### src/rtl/adap_quan_pkg.sv
// Shared ADPCM quantizer definitions: widths, RECONST log-magnitude table, pipeline stage records.
// Used by adap_dequan here and by the ADAP_QUAN quantizer tables.
package adap_quan_pkg;

    localparam int Y_W   = 13;
    localparam int DQ_W  = 16;
    localparam int DQL_W = 12;
    localparam int I_W   = 4;

    // RECONST output: log2 of the normalised quantized difference, indexed by |I|
    function automatic logic [DQL_W-1:0] dqlnLookup(input logic [2:0] im);
        logic [DQL_W-1:0] v;
        case (im)
            3'd0:    v = 12'd2048;
            3'd1:    v = 12'd4;
            3'd2:    v = 12'd135;
            3'd3:    v = 12'd213;
            3'd4:    v = 12'd273;
            3'd5:    v = 12'd323;
            3'd6:    v = 12'd373;
            default: v = 12'd425;
        endcase
        return v;
    endfunction

    typedef struct packed {
        logic             dqs;
        logic [DQL_W-1:0] dqln;
        logic [Y_W-3:0]   yShift;
    } stage1_t;

    typedef struct packed {
        logic             dqs;
        logic [DQL_W-1:0] dql;
    } stage2_t;

endpackage

### src/rtl/adap_antilog.sv
// Combinational ANTILOG: 12-bit log-domain DQL to 15-bit linear magnitude DQMAG.
module adap_antilog
    import adap_quan_pkg::*;
(
    input  logic [DQL_W-1:0] i_dql,
    output logic [DQ_W-2:0]  o_dqmag
);

    logic             w_ds;
    logic [3:0]       w_dex;
    logic [7:0]       w_dqt;
    logic [DQ_W-1:0]  w_shifted;

    assign w_ds  = i_dql[11];
    assign w_dex = i_dql[10:7];
    assign w_dqt = {1'b1, i_dql[6:0]};

    // Pre-scaling by one extra bit keeps every shift a right shift (DEX = 15 becomes a truncated left shift)
    assign w_shifted = {w_dqt, 8'b0} >> (4'd15 - w_dex);

    assign o_dqmag = w_ds ? '0 : w_shifted[DQ_W-2:0];

endmodule

### src/rtl/adap_dequan.sv
// Inverse adaptive quantizer: RECONST -> ADDA -> ANTILOG as a 3-stage valid/ready pipeline.
// Optional macro ADAP_DEQUAN_DQL_EN adds the dql_out port carrying stage-3 DQL alongside dq.
module adap_dequan
    import adap_quan_pkg::*;
(
    input  logic             clk,
    input  logic             reset,
    input  logic             scan_in0,
    input  logic             scan_en,
    output logic             scan_out0,
    input  logic             in_valid,
    output logic             in_ready,
    input  logic [I_W-1:0]   i_code,
    input  logic [Y_W-1:0]   y,
    output logic             out_valid,
    input  logic             out_ready,
    output logic [DQ_W-1:0]  dq
`ifdef ADAP_DEQUAN_DQL_EN
    ,
    output logic [DQL_W-1:0] dql_out
`endif
);

    logic             r_alive;
    logic             r_v1;
    logic             r_v2;
    logic             r_v3;
    stage1_t          r_s1;
    stage2_t          r_s2;
    logic [DQ_W-1:0]  r_dq;
    logic             w_adv;
    logic             w_accept;
    logic [2:0]       w_im;
    logic [DQL_W-1:0] w_dql;
    logic [DQ_W-2:0]  w_dqmag;
    logic             w_unused;

    assign w_unused  = ^{scan_in0, scan_en, y[1:0]};
    assign scan_out0 = 1'b0;

    // Single global stall: every stage moves together whenever the output slot is free
    assign w_adv     = ~r_v3 | out_ready;
    assign in_ready  = w_adv & r_alive;
    assign w_accept  = in_valid & in_ready;
    assign out_valid = r_v3;
    assign dq        = r_dq;

    assign w_im  = i_code[3] ? ~i_code[2:0] : i_code[2:0];
    assign w_dql = r_s1.dqln + {1'b0, r_s1.yShift};

    always_ff @(posedge clk or posedge reset) begin
        if (reset) begin
            r_alive <= 1'b0;
        end else begin
            r_alive <= 1'b1;
        end
    end

    always_ff @(posedge clk or posedge reset) begin
        if (reset) begin
            r_v1 <= 1'b0;
            r_v2 <= 1'b0;
            r_v3 <= 1'b0;
        end else if (w_adv) begin
            r_v1 <= w_accept;
            r_v2 <= r_v1;
            r_v3 <= r_v2;
        end
    end

    // Stage data only loads behind a valid, so bubbles leave the previous payload untouched
    always_ff @(posedge clk or posedge reset) begin
        if (reset) begin
            r_s1 <= '0;
            r_s2 <= '0;
        end else begin
            if (w_adv && w_accept) begin
                r_s1.dqs    <= i_code[3];
                r_s1.dqln   <= dqlnLookup(w_im);
                r_s1.yShift <= y[Y_W-1:2];
            end
            if (w_adv && r_v1) begin
                r_s2.dqs <= r_s1.dqs;
                r_s2.dql <= w_dql;
            end
        end
    end

    adap_antilog u_antilog (
        .i_dql   (r_s2.dql),
        .o_dqmag (w_dqmag)
    );

    always_ff @(posedge clk or posedge reset) begin
        if (reset) begin
            r_dq <= '0;
        end else if (w_adv && r_v2) begin
            r_dq <= {r_s2.dqs, w_dqmag};
        end
    end

`ifdef ADAP_DEQUAN_DQL_EN
    logic [DQL_W-1:0] r_dql3;

    always_ff @(posedge clk or posedge reset) begin
        if (reset) begin
            r_dql3 <= '0;
        end else if (w_adv && r_v2) begin
            r_dql3 <= r_s2.dql;
        end
    end

    assign dql_out = r_dql3;
`endif

endmodule

### config.mk
export PLATFORM = sky130hd
export DESIGN_NAME = adap_dequan
export DESIGN_NICKNAME = d
export VERILOG_FILES = /design/src/rtl/adap_quan_pkg.sv /design/src/rtl/adap_antilog.sv /design/src/rtl/adap_dequan.sv
export SDC_FILE = /design/constraint.sdc
export NUM_CORES = 1
export LEC_CHECK = 0
export ABC_AREA = 1
export CORE_MARGIN = 5
export CORE_UTILIZATION = 57
export CTS_BUF_LIST = sky130_fd_sc_hd__clkbuf_4 sky130_fd_sc_hd__clkbuf_8
export DETAILED_ROUTE_END_ITERATION = 6
export PLACE_DENSITY_LB_ADDON = 0.05
export SYNTH_ARGS = -nofsm -noshare
export SYNTH_HDL_FRONTEND = slang
export SYNTH_SLANG_ARGS = --single-unit
### constraint.sdc
create_clock -name clk -period 2 [get_ports clk]
set_clock_uncertainty 0.05 [all_clocks]
set_input_delay 0.4 -clock clk [delete_from_list [all_inputs] [get_ports clk]]
set_output_delay 0.4 -clock clk [all_outputs]
set_load 0.03 [all_outputs]
Yosys cells after proc, flatten, opt, wreduce, memory -nomap -nowiden

Cells that the tools add are included.

Bits in registers: 57
Input bits: 23
Output and inout port bits: 19

$add $sub $neg: 2
Equal/unequal tests: 6
Shifts and indexed selects: 1
Muxes and demuxes: 3
Bitwise gates (word level): 5
Reductions and logical operators: 4

Operators with widths:

| cell                                          | count |
|---|---|
| case mux 12 bit (7 select lines)              | 1 |
| right shift 16 x 4 -> 15 bit                  | 1 |
| 2-to-1 mux 15 bit                             | 1 |
| adder 12 x 11 -> 12 bit                       | 1 |
| == test 3 bit, second input constant          | 3 |
| == test 3 x 2 -> 1 bit, second input constant | 2 |
| subtractor 4 bit, first input constant        | 1 |
| == test 3 x 1 -> 1 bit, second input constant | 1 |
| logical AND 1 bit                             | 3 |
| logical NOT 3 bit                             | 1 |
| 2-to-1 mux 3 bit                              | 1 |
| inverter 3 bit                                | 1 |
| bitwise AND 1 bit                             | 2 |
| inverter 1 bit                                | 1 |
| OR 1 bit                                      | 1 |

Depth between registers and ports, before layout

Depth after elaboration: 5
Gate-level depth with buffers: 10
Mapped depth without buffers: 10

Hierarchy

A second synthesis with hierarchy kept.

Cells, all modules: 418
Area, all modules: 3,224.3 µm²

Modules (own cells, without submodules):

| module       | times used | cells an instance | area an instance (µm²) | seq. area each (µm²) |
|---|---|---|---|---|
| adap_dequan  | 1          | 313               | 2,712.6                | 1,376.3 |
| adap_antilog | 1          | 105               | 511.7                  | 0.0 |

Least setup slack after synthesis

OpenSTA, ideal clock, no wires.

Kind: reg-to-reg
From: reg r_s1[0] in the netlist's numbering
To: reg r_s2[8] in the netlist's numbering
Library setup time: 0.129 ns
Arrival: 1.455 ns
Path slack: 0.366 ns
Cell stages (with the launch flop): 9
Buffers on the path: 0
Period minus slack after synthesis: 1.634 ns
Path through: dfrtp_1 > ha_1 > fa_1 > nand2_1 > nand3_1 > nand3_1 > nand3b_1 > nand3_1 > o21ai_0

Word-level cells in the longest chain between the ends: 1

RTL lines:

| element                 | line              | RTL |
|---|---|---|
| from (decl)             | adap_dequan.sv:28 | `stage1_t r_s1;` |
| adder 12 x 11 -> 12 bit | adap_dequan.sv:49 | `assign w_dql = r_s1.dqln + {1'b0, r_s1.yShift};` |
| to (decl)               | adap_dequan.sv:29 | `stage2_t r_s2;` |

No other way between the ends.
A chain may end at the register's enable or synchronous reset.

Worst setup path in the final report

From: reg r_v3, in the netlist out_valid
To: out out_valid

RTL lines:

| element                | line              | RTL |
|---|---|---|
| from (decl)            | adap_dequan.sv:27 | `logic r_v3;` |
| from (signal assigned) | adap_dequan.sv:67 | `r_v3 <= r_v2;` |
| to (decl)              | adap_dequan.sv:15 | `output logic out_valid,` |

No word-level cell between the ends.

==> metrics.cfg <==
[global_routing]
grt-ovfl-total = 0
grt_use_total_pct = 19.7
grt_pass1_vias = 2641
grt_max_degree = 26
antenna_found_initial = 0
grt_pass1_wl_um = 11400

[finish]
syn_to_final_growth_pct = 19.0
final_common_cell = nand2_1
antennaDiodeCount = 0
stdcell_area_um2 = 3680
final_cell_mix = nand2_1 (172), dfrtp_1 (55), inv_1 (40), nand3_1 (35), clkdlybuf4s50_1 (35)
final_nets = 489
instances_no_fill = 527
fin_util_pct = 71.1
drive_gt1_share_pct = 8.10

[pwr]
power.leakage_nw = 1.93
swShare_pct = 42.4
p_seq_share_pct = 37.5
pwr_density_cell_nw_per_um2 = 1240
pwr-share-clk_pct = 16.3
p_int_mw = 2.64
p_sw_mw = 1.94
combPwrFrac_pct = 46.2
power_mw = 4.58
peakVddDrop_uv = 498

[placement]
post_dp_cell_area_um2 = 3560
portBuffers = 36
routabilityCongestion = 0.862
placedCellCount = 519
dpl.hpwl_um = 5040
dpl_worst_slack_ns = 0.0629

[clock_tree]
cts_resized = 0
cts_root_buf = clkbuf_8
cts_made_buffers = 5
cts_setup_buffers = 0
clock_latency_ns = 0.30
tritoncts = built
cts_hold_buffers = 0
htree_levels = 2
clockBufferDepth = 2
cts.sink_count = 55
clkTransAtPathRegs_ns = 0.10

[sta]
fmax_mhz = 551
final_hold_viol_count = 0
finalWorstSetupSlack_ns = 0.185
rsz0062_at_grt = false
fin_crit_sh_pct = 90.8
min_period_ns = 1.82
setup-tns-final_ns = 0
worst_hold_slack_ns = 0.329
drv_slew = 0
finalSetupViolCount = 0

[yosys]
yosysUniqueCellTypes = 34
ys_ff_latch = 55
syn_avg_cell_area_um2 = 7.43
synthesis.instances = 416
syn_area_um2 = 3090
yosysSeqAreaShare_pct = 44.5
syn_nets = 449
ys_warn_count = 0

[worst_setup_path]
slowest_delay_ns = 0.69
cp.required_ns = 1.55
slowest_stage = clkdlybuf4s50_1
crit_buf_inv = 1
end_kind = output pin
path_cells = clkdlybuf4s50_1
cp_data_arrival_time_ns = 1.37
crit_family = buffers and inverters
start_kind = register
crit_type = register to output pin
path_max_fanout = 2

[floorplan]
die_area_um2 = 7000
rows = 26
die_h_um = 83.7
dieWidth_um = 83.7
io_pins = 42
core_um2 = 5170
initial_core_util_pct = 59.8

[routing]
wl_per_cell_um = 11.7
vias = 2603
drt_iter0_markers = 90
final_antenna_net_count = 0
wl_um = 6170
route.detailed.drc = 0
drtPass1Iterations = 4
via_per_inst = 4.94

[run_status]
status = finished, final reports clean

[job]
maxCapViolations = 0

[min_path]
hp-class = input pin to asynchronous set/reset pin

## logic make-up (layout without fill, tap and decap cells)
kind of cell / Yosys count / in the layout / synth area share, %
xor gates and xnor gates: 7 / 7 / 2.23
and+or+nand+nor: 243 / 243 / 33.2
adders and majority gates: 10 / 10 / 4.29
DFF: 55 / 55 / 44.5
other: 2 / 2 / 0.243
AOI/OAI and AO/OA: 43 / 43 / 8.13
buffers and inverters: 56 / 97 / 7.41
## power groups by stage
stage | registers [mW] | logic (mW) | clock network [mW]
CTS | 1.72 | 2.13 | 0.771
finish | 1.72 | 2.11 | 0.746
detailed placement | 1.74 | 2.11 | 0
floorplan | 1.87 | 1.36 | 0
global route | 1.78 | 2.40 | 0.814
global placement | 1.73 | 2.09 | 0
## state kept, by name, indices dropped and copies added, names as in the netlist
register   flops
r_alive        1
dq            16
r_v2           1
r_s2          13
r_s1          22
out_valid      1
r_v1           1
## per-layer routing
layer  wire (um)  vias to the layer above  global-route usage [%]
li1            -                     1380                       -
met5           0                        -                       0
met4         228                        0                    8.04
met1        2620                     1150                    22.3
met2        3080                       52                    36.3
met3         235                       21                    3.36
## cell usage after synthesis (all sizes together)
cell type / instances / share of area (%)
a21oi: 6 / 0.97
a22o: 2 / 0.57
a22oi: 3 / 0.73
buf: 10 / 1.8
clkbuf: 1 / 0.12
clkinv: 1 / 0.16
conb: 2 / 0.24
dfrtp: 55 / 45
fa: 1 / 0.65
ha: 9 / 3.6
inv: 44 / 5.3
nand2: 176 / 22
nand3: 36 / 6.0
nand3b: 1 / 0.24
nand4: 3 / 0.61
nor2: 24 / 3.9
o211ai: 3 / 0.73
o21ai: 27 / 4.6
o22a: 1 / 0.28
o31ai: 1 / 0.24
or2: 3 / 0.61
xnor2: 2 / 0.57
xor2: 5 / 1.7
## final cells by class
class	count	area, um^2
tap	70	87.6
fill	439	1490
multi-input combinational	305	1490
clock buffer	5	68.8
clock inverter	3	46.3
sequential	55	1380
timing repair buffer	44	443
inverter	45	170
## final timing paths
path	from	to	slack, ns	depth (start not counted)
min	reset	dq[8]	0.33	2
max in group asynchronous	reset	r_s2[3]	1.04	3
max	out_valid	out_valid	0.18	1
max reg2reg	r_s1[0]	r_s2[8]	0.19	8
min reg2reg	dq[0]	dq[0]	0.44	2
min in group clk	dq[0]	dq[0]	0.44	2
(Power assumes the default switching activity.)
